**src/rtl/rsa_modexp_ctrl.sv**
```systemverilog
// Scheduler for left-to-right square-and-multiply modular exponentiation.
// Issues one Montgomery-multiplier operation at a time and scans the exponent MSB-first.
module rsa_modexp_ctrl #(
   parameter int EXP_W = 2048,
   parameter int IDX_W = 11
) (
   input  logic             clk,
   input  logic             rst_n,
   input  logic             start,
   input  logic [IDX_W:0]   exp_len,
   output logic [IDX_W-1:0] exp_idx,
   input  logic             exp_bit,
   output logic             mm_start,
   output logic [1:0]       mm_op,
   input  logic             mm_done,
   output logic             acc_init,
   output logic             busy,
   output logic             done,
   output logic [12:0]      op_cnt
);

   localparam logic [1:0] OP_TO   = 2'b00;
   localparam logic [1:0] OP_SQR  = 2'b01;
   localparam logic [1:0] OP_MUL  = 2'b10;
   localparam logic [1:0] OP_FROM = 2'b11;

   localparam logic [IDX_W:0] LEN_MAX = (IDX_W+1)'(EXP_W);
   localparam logic [IDX_W:0] ONE     = (IDX_W+1)'(1);

   // The bit-scan decision is taken in WAIT on the mm_done edge itself, so the
   // next operation launches the following cycle (single-cycle turnaround).
   typedef enum logic [2:0] {
      IDLE  = 3'd0,
      INIT  = 3'd1,
      WAIT  = 3'd2,
      FWAIT = 3'd3,
      DONE  = 3'd4
   } state_t;

   state_t         state;
   logic [IDX_W:0] bits_left;
   logic [IDX_W:0] scan_n;
   logic [12:0]    op_cnt_next;

   // After TO_MONT the full length is still pending; after a finished bit it shrinks by one.
   always_comb begin
      scan_n      = (mm_op == OP_TO) ? bits_left : bits_left - ONE;
      op_cnt_next = (op_cnt == '1) ? op_cnt : op_cnt + 13'd1;
   end

   always_ff @(posedge clk or negedge rst_n) begin
      if (!rst_n) begin
         state     <= IDLE;
         bits_left <= '0;
         exp_idx   <= '0;
         mm_start  <= 1'b0;
         mm_op     <= OP_TO;
         acc_init  <= 1'b0;
         busy      <= 1'b0;
         done      <= 1'b0;
         op_cnt    <= '0;
      end else begin
         mm_start <= 1'b0;
         acc_init <= 1'b0;
         done     <= 1'b0;
         case (state)
            IDLE: begin
               if (start) begin
                  bits_left <= (exp_len > LEN_MAX) ? LEN_MAX : exp_len;
                  op_cnt    <= '0;
                  acc_init  <= 1'b1;
                  busy      <= 1'b1;
                  state     <= INIT;
               end
            end
            INIT: begin
               mm_start <= 1'b1;
               mm_op    <= OP_TO;
               op_cnt   <= op_cnt_next;
               state    <= WAIT;
            end
            WAIT: begin
               if (mm_done) begin
                  mm_start <= 1'b1;
                  op_cnt   <= op_cnt_next;
                  // exp_idx is unchanged since the square, so exp_bit is the current bit
                  if (mm_op == OP_SQR && exp_bit) begin
                     mm_op <= OP_MUL;
                  end else if (scan_n == '0) begin
                     bits_left <= '0;
                     mm_op     <= OP_FROM;
                     state     <= FWAIT;
                  end else begin
                     bits_left <= scan_n;
                     exp_idx   <= IDX_W'(scan_n - ONE);
                     mm_op     <= OP_SQR;
                  end
               end
            end
            FWAIT: begin
               if (mm_done) begin
                  done  <= 1'b1;
                  busy  <= 1'b0;
                  state <= DONE;
               end
            end
            DONE: begin
               state <= IDLE;
            end
            default: begin
               state <= IDLE;
            end
         endcase
      end
   end

endmodule

```
**config.mk**
```make
export PLATFORM = sky130hd
export DESIGN_NAME = rsa_modexp_ctrl
export DESIGN_NICKNAME = d
export VERILOG_FILES = /design/src/rtl/rsa_modexp_ctrl.sv
export SDC_FILE = /design/constraint.sdc
export NUM_CORES = 1
export LEC_CHECK = 0
export ABC_AREA = 1
export BUFFER_PORTS_ARGS = -buffer_cell sky130_fd_sc_hd__buf_2
export CAP_MARGIN = 15
export CORE_MARGIN = 3
export CORE_UTILIZATION = 59
export CTS_BUF_LIST = sky130_fd_sc_hd__clkbuf_8
export DETAILED_ROUTE_END_ITERATION = 10
export PLACE_DENSITY = 0.81
export SYNTH_ARGS = -nofsm -noshare
export SYNTH_HDL_FRONTEND = slang
export SYNTH_SLANG_ARGS = --single-unit
```
**constraint.sdc**
```tcl
create_clock -name clk -period 2.5 [get_ports clk]
set_clock_uncertainty 0.1 [all_clocks]
set_input_delay 0.5 -clock clk [delete_from_list [all_inputs] [get_ports clk]]
set_output_delay 0.5 -clock clk [all_outputs]
set_load 0.01 [all_outputs]
```
==> results.md, run 1 <==
- Outcome: finished, final reports clean
- Latest clock arrival within the worst-skew pair: 0.30 ns
- Synth Area in Simple Gates: 40.94%
- Psw: 0.002066 W
- Total track usage: 25.66%
- Final wirelength: 7.470 mm
- Int Pwr: 0.001897 W
- CP endpoint kind: register
- Fillers: 403
- EDFF count, synth: 0
- Critical path class: register to register
- Hpwl dp: 5.534 mm
- Post-Syn Area: 3025 um^2
- Syn Inst Count: 432
- Final setup viols: 0
- Grt ovf: 0
- Vias in the first global route: 2867
- Root buffer selected by CTS: clkbuf_8
- Slew Viols, Final: 0
- Largest net degree at the start of global routing: 46
- Vias/cell: 5.430
- Mux contribution to synthesized area: 0%
- Top_reg_cell synth: dfrtp_1
- Post-place setup slack: 0.1300 ns
- Num ports: 47
- Post-Syn Nets: 453
- Critical Path RT: 2.63 ns
- Xor and xnor fraction of the mapped netlist area: 2.895%
- CTS buffer count: 5
- Timing startpoint of the critical path: bits_left[0]$_DFFE_PN0P_
- First-pass GRT wire length: 12.61 mm
- Fmax: 427.7 MHz
- Core Rows: 25
- Worst Hold Class: input pin to asynchronous set/reset pin
- Final core utilization: 70.92%
- Final nets: 506
- CTS Hold Buffers Added: 0
- Max FO, Critical Path: 7
- Min Clock Period, post-route: 2.338 ns
- P per Cell Area: 1153 nW/um^2
- Clock power share: 11.6%
- Layout cells sized above 1: 21.40%
- Port-buffer cells: 46
- Overall Power: 0.003964 W
- # diodes: 0
- Sw Ratio: 52.13%
- TritonCTS clock tree: built
- Synth unique cells: 38
- Sequential group share of total power: 30.0%
- Clk slew on worst S/H paths: 0.09 ns
- R2r setup slk: 0.16 ns
- Compound-gate portion of the synthesized area: 8.189%
- Drt pass-1 iters: 6
- Wire per inst: 13.51 um
- Largest area contributor in the netlist: dfrtp_1
- Vias: 3003
- Top cell type's share of synthesized area: 37.22%
- Die Area: 6023 um^2
- Final GP Congestion: 0.9122
- Max Cap Violations: 0
- Period utilisation layout: 93.52%
- Clock Sinks: 45
- Worst reg2reg startpoint: bits_left[0]$_DFFE_PN0P_
- Die H: 77.61 um
- Main combinational cell family by area after synthesis: simple AND/OR/NAND/NOR gates
- Comb pwr share: 58.4%
- CP arrival: 2.47 ns
- Die W: 77.61 um
- Synth area leaders: dfrtp_1 37%, nand2_1 16%, nand3_1 6.3%
- Fin Hold WS: 0.1601 ns
- Ys async rst share: 100.0%
- DR iter-0 viols: 179
- Pleak: 1.821 nW
- Final hold violation count: 0
- Post-synth top cells: 130 x nand2_1, 50 x nor2_1, 48 x inv_1
- Worst slew pin tran: 0.5834 ns
- Post-route DRC violation count: 0
- Syn_area_per_cell: 7.003 um^2
- VDD IR max: 0.7022 mV
- Slowest stage delay, CP: 0.41 ns
- # H-tree levels: 2
- Max stage delay cell, worst path: dfrtp_1
- Starting Density: 62.40%
- Crit path cell chain: inv_1, ha_2, inv_2, nor2_2, nand4_1, nand2_1, nand2_2, nor2_4, nand4_4, buf_4, a22oi_2
- Worst slew margin: 61.10%
- Core area: 4848 um^2
- Final worst slack: 0.1621 ns
- Warnings from Yosys: 0
- Seq/Total Area, Yosys: 37.22%
- CP startpoint kind: register
- Initial antenna violation count: 0
- Synth Area in Adders: 1.654%
- Cell with the most instances after synthesis: nand2_1
- Area growth syn-to-layout: 13.65%
- Clk buf depth: 2
- #FFs+latches synth: 45
- Post-route antenna net violation count: 0
==> power by group through the flow <==
stage               Sequential, W  Clock, W  Combinational (W)
floorplan                 0.00122         0            0.00164
global placement          0.00119         0            0.00219
detailed placement        0.00120         0            0.00226
CTS                       0.00119  0.000456            0.00227
global route              0.00122  0.000492            0.00262
finish                    0.00119  0.000459            0.00232
==> routing by layer <==
| metal | global-route usage (%) | up-vias | part of all wire [%] |
|---|---|---|---|
| met5 | 0 | - | 0 |
| li1 | - | 1491 | - |
| met1 | 31.29 | 1393 | 43 |
| met3 | 3.712 | 17 | 4.2 |
| met2 | 46.40 | 102 | 51 |
| met4 | 7.829 | 0 | 2.0 |
==> state kept, by name, indices dropped and copies added (netlist names) <==
signal	count
op_cnt	13
bits_left	12
exp_idx	11
state	3
mm_op	2
acc_init	1
busy	1
done	1
mm_start	1
==> through the flow <==
| stage | TNS, ns | cell area, um^2 | std cells |
|---|---|---|---|
| final | 0 | 3438 | 553 |
| after global routing | -0.0002216 | 3438 | 553 |
| after CTS | 0 | 3407 | 550 |
| after detailed placement | 0 | 3319 | 542 |
| after global placement | 0 | 3319 | 542 |
| after floorplan | 0 | 3025 | 432 |
==> critical path, delay by kind of cell (launching register included) <==
family                   cells  cell delay [ns]
AO/OA/AOI/OAI                1             0.10
buffers and inverters        3             0.42
adder cells (fa/ha/maj)      1             0.31
flip-flops                   1             0.41
AND/OR/NAND/NOR              6             0.93
==> final cells by class <==
cell class | instances | area [um^2] | area share (%)
well taps | 67 | 83.83 | 2.438
flip-flops and latches | 45 | 1126 | 32.75
clock buffers | 5 | 68.82 | 2.001
repair buffers | 52 | 275.3 | 8.006
multi-input cells | 323 | 1648 | 47.93
clock inverters | 3 | 18.77 | 0.5459
inverters | 58 | 217.7 | 6.332
==> placed cells by master, fill, tap and decap left out, drive strengths merged, types with 6 or more instances in the layout <==
cell / count
a21oi: 10
nor3: 7
nand4: 11
nand2: 143
inv: 59
xor2: 8
a31oi: 6
buf: 52
a22oi: 7
nand3: 40
o21ai: 15
nor2: 60
dfrtp: 45
==> path summary, 6_finish.rpt <==
| path | end | depth (start not counted) |
|---|---|---|
| worst max-delay path | mm_op[1]$_DFFE_PN0P_ | 11 |
| worst min-delay path | bits_left[10]$_DFFE_PN0P_ | 2 |
| worst max register to register | mm_op[1]$_DFFE_PN0P_ | 11 |
| worst min register to register | exp_idx[9]$_DFFE_PN0P_ | 2 |
| max in group asynchronous | exp_idx[2]$_DFFE_PN0P_ | 2 |
| min in group clk | acc_init$_DFF_PN0_ | 3 |
==> logic make-up after synthesis <==
| family | after synthesis |
|---|---|
| and+or+nand+nor | 266 |
| buffers and inverters | 66 |
| DFF | 45 |
| AOI/OAI and AO/OA | 41 |
| xor gates and xnor gates | 10 |
| adders and majority gates | 4 |
==> what timing repair did <==
item,4_1_cts,5_1_grt
gates resized for setup,0,2
setup buffers,0,1
endpoints found under the setup margin,0,12
Note: power is estimated with default switching activity, not from simulation.
==> inputs of run 2 (changes only) <==
--- a/config.mk
+++ b/config.mk
@@ -9,10 +9,10 @@
 export BUFFER_PORTS_ARGS = -buffer_cell sky130_fd_sc_hd__buf_2
 export CAP_MARGIN = 15
 export CORE_MARGIN = 3
-export CORE_UTILIZATION = 59
+export CORE_UTILIZATION = 64
 export CTS_BUF_LIST = sky130_fd_sc_hd__clkbuf_8
 export DETAILED_ROUTE_END_ITERATION = 10
-export PLACE_DENSITY = 0.81
+export PLACE_DENSITY = 0.87
 export SYNTH_ARGS = -nofsm -noshare
 export SYNTH_HDL_FRONTEND = slang
 export SYNTH_SLANG_ARGS = --single-unit
==> constraint.sdc (replaced) <==
create_clock -name clk -period 2.74 [get_ports clk]
set_clock_uncertainty 0.1 [all_clocks]
set_input_delay 0.548 -clock clk [delete_from_list [all_inputs] [get_ports clk]]
set_output_delay 0.548 -clock clk [all_outputs]
set_load 0.01 [all_outputs]
==> run 2 against run 1 <==
Net effect: sequential cell count unchanged; hold slack got worse by 0.12 ns; die area down 7.2%; non-clock buffer count down 3; via count fell by 0.67%; global-route usage up 2.4 points; sequential share of layout area grew 0.63 points; combinational power is 12% lower.
==> results.md, run 2 (synthesis results as in run 1) <==
- Critical Path RT: 2.88 ns
- Critical path class: register to register
- Post-route DRC violation count: 0
- Clock Sinks: 45
- Area growth syn-to-layout: 11.50%
- Hpwl dp: 5.464 mm
- Final hold violation count: 0
- RSZ-0062 raised after global routing: no
- Starting Density: 68.07%
- Leading cell type in the layout, fill and taps excluded: nand2_1
- Die Area: 5588 um^2
- # diodes: 0
- Sw Ratio: 51.76%
- Clk slew on worst S/H paths: 0.09 ns
- Fmax: 413.4 MHz
- Min Clock Period, post-route: 2.419 ns
- Int Pwr: 0.001706 W
- VDD IR max: 0.7971 mV
- Final setup viols: 0
- Max Cap Violations: 0
- Sequential group share of total power: 30.7%
- Timing startpoint of the critical path: bits_left[0]$_DFFE_PN0P_
- Worst slew margin: 73.29%
- Vias: 2983
- Outcome: finished, final reports clean
- Die W: 74.76 um
- Latest clock arrival within the worst-skew pair: 0.30 ns
- CTS Hold Buffers Added: 0
- Max FO, Critical Path: 13
- Final wirelength: 7.145 mm
- Setup TNS: 0 ns
- Pleak: 1.804 nW
- Post-route antenna net violation count: 0
- R2R depth: 14
- Vias/cell: 5.597
- Die H: 74.76 um
- Post-CTS sizing: 0
- Slew Viols, Final: 0
- Commonest cells after routing, fill and taps aside: 130 x nand2_1, 50 x nor2_1, 49 x inv_1
- Clock power share: 11.6%
- Most flop-heavy register: op_cnt
- CTS buffer count: 5
- Period utilisation layout: 88.29%
- Final core utilization: 75.90%
- Grt met2 use: 50.24%
- Overall Power: 0.003537 W
- Num ports: 47
- Gr busiest metal: met2
- Wire per inst: 13.41 um
- Psw: 0.001831 W
- DR iter-0 viols: 216
- Layout cells sized above 1: 20.17%
- Final GP Congestion: 0.9587
- TritonCTS clock tree: built
- Clk buf depth: 2
- Final worst slack: 0.3210 ns
- Total track usage: 28.07%
- M1 GR Usage: 33.62%
- Largest regs: op_cnt (13), bits_left (12), exp_idx (11)
- Vias in the first global route: 2938
- Drt pass-1 iters: 5
- Worst slew pin tran: 0.4006 ns
- Grt ovf: 0
- CP startpoint kind: register
- Root buffer selected by CTS: clkbuf_8
- Port-buffer cells: 46
- GRT met3 Usage: 4.272%
- CP endpoint kind: register
- Worst reg2reg startpoint: bits_left[0]$_DFFE_PN0P_
- Placed insts: 525
- Core area: 4444 um^2
- CP arrival: 2.56 ns
- # H-tree levels: 2
- First-pass GRT wire length: 12.33 mm
- Worst Hold Class: input pin to asynchronous set/reset pin
- Final nets: 501
- Finished Layout Cells: 533
- Largest net degree at the start of global routing: 33
- Max reg flops: 13
- Postcts setup bufs: 0
- Core Rows: 24
- Initial antenna violation count: 0
- P per Cell Area: 1049 nW/um^2
- Post-place setup slack: 0.3627 ns
- Comb pwr share: 57.7%
==> run 2: cell count changes in the layout (fill, tap and decap cells not counted), sizes merged <==
cell   before  now
nand2     143  142
buf        52   49
nand4      11   10
==> run 2: cell type report <==
| class | instances | area, um^2 |
|---|---|---|
| Clock buffer | 5 | 68.82 |
| Clock inverter | 3 | 18.77 |
| Fill cell | 375 | 1071 |
| Inverter | 58 | 217.7 |
| Multi-Input combinational cell | 321 | 1624 |
| Sequential cell | 45 | 1126 |
| Tap cell | 52 | 65.06 |
| Timing Repair Buffer | 49 | 252.7 |
==> run 2: metrics by stage <==
step	area (um^2)	hold WS [ns]
finish	3373	0.04063
global route	3373	0.04101
CTS	3373	0.04222
detailed placement	3286	0.3538
global placement	3286	0.3501
floorplan	3025	0.1524
==> run 2: power by group through the flow <==
stage	Sequential, W	Combinational (W)	Clock (W)
5_1_grt	0.00112	0.00233	0.000443
3_3_place_gp	0.00109	0.00197	0
6_report	0.00109	0.00204	0.000410
3_5_place_dp	0.00110	0.00203	0
2_1_floorplan	0.00112	0.00150	0
4_1_cts	0.00109	0.00203	0.000418
==> run 2: final timing paths <==
check	slack, ns	to
hold reg to reg	0.37	exp_idx[5]$_DFFE_PN0P_
setup / recovery	0.32	exp_idx[0]$_DFFE_PN0P_
min in group clk	0.37	exp_idx[5]$_DFFE_PN0P_
hold / removal	0.04	bits_left[8]$_DFFE_PN0P_
max in group asynchronous	1.78	bits_left[0]$_DFFE_PN0P_
setup reg to reg	0.32	exp_idx[0]$_DFFE_PN0P_
==> run 2: per-layer routing <==
layer,wire length [um],part of all wire [%]
met1,3009,42
met2,3679,51
met3,289,4.0
met4,166,2.3
met5,0,0
==> run 2: worst max-delay path: stages, from the launching register on <==
cell and delay [ns]:
dfrtp_1 0.40, inv_1 0.15, ha_1 0.34, inv_2 0.07, nor2_2 0.18, nand2_1 0.07
nand2_1 0.08, nand2_2 0.10, inv_2 0.07, nand2_2 0.07, nor2_4 0.14, nand4_4 0.23
nand2_4 0.21, nand2_1 0.08, nand2_1 0.06
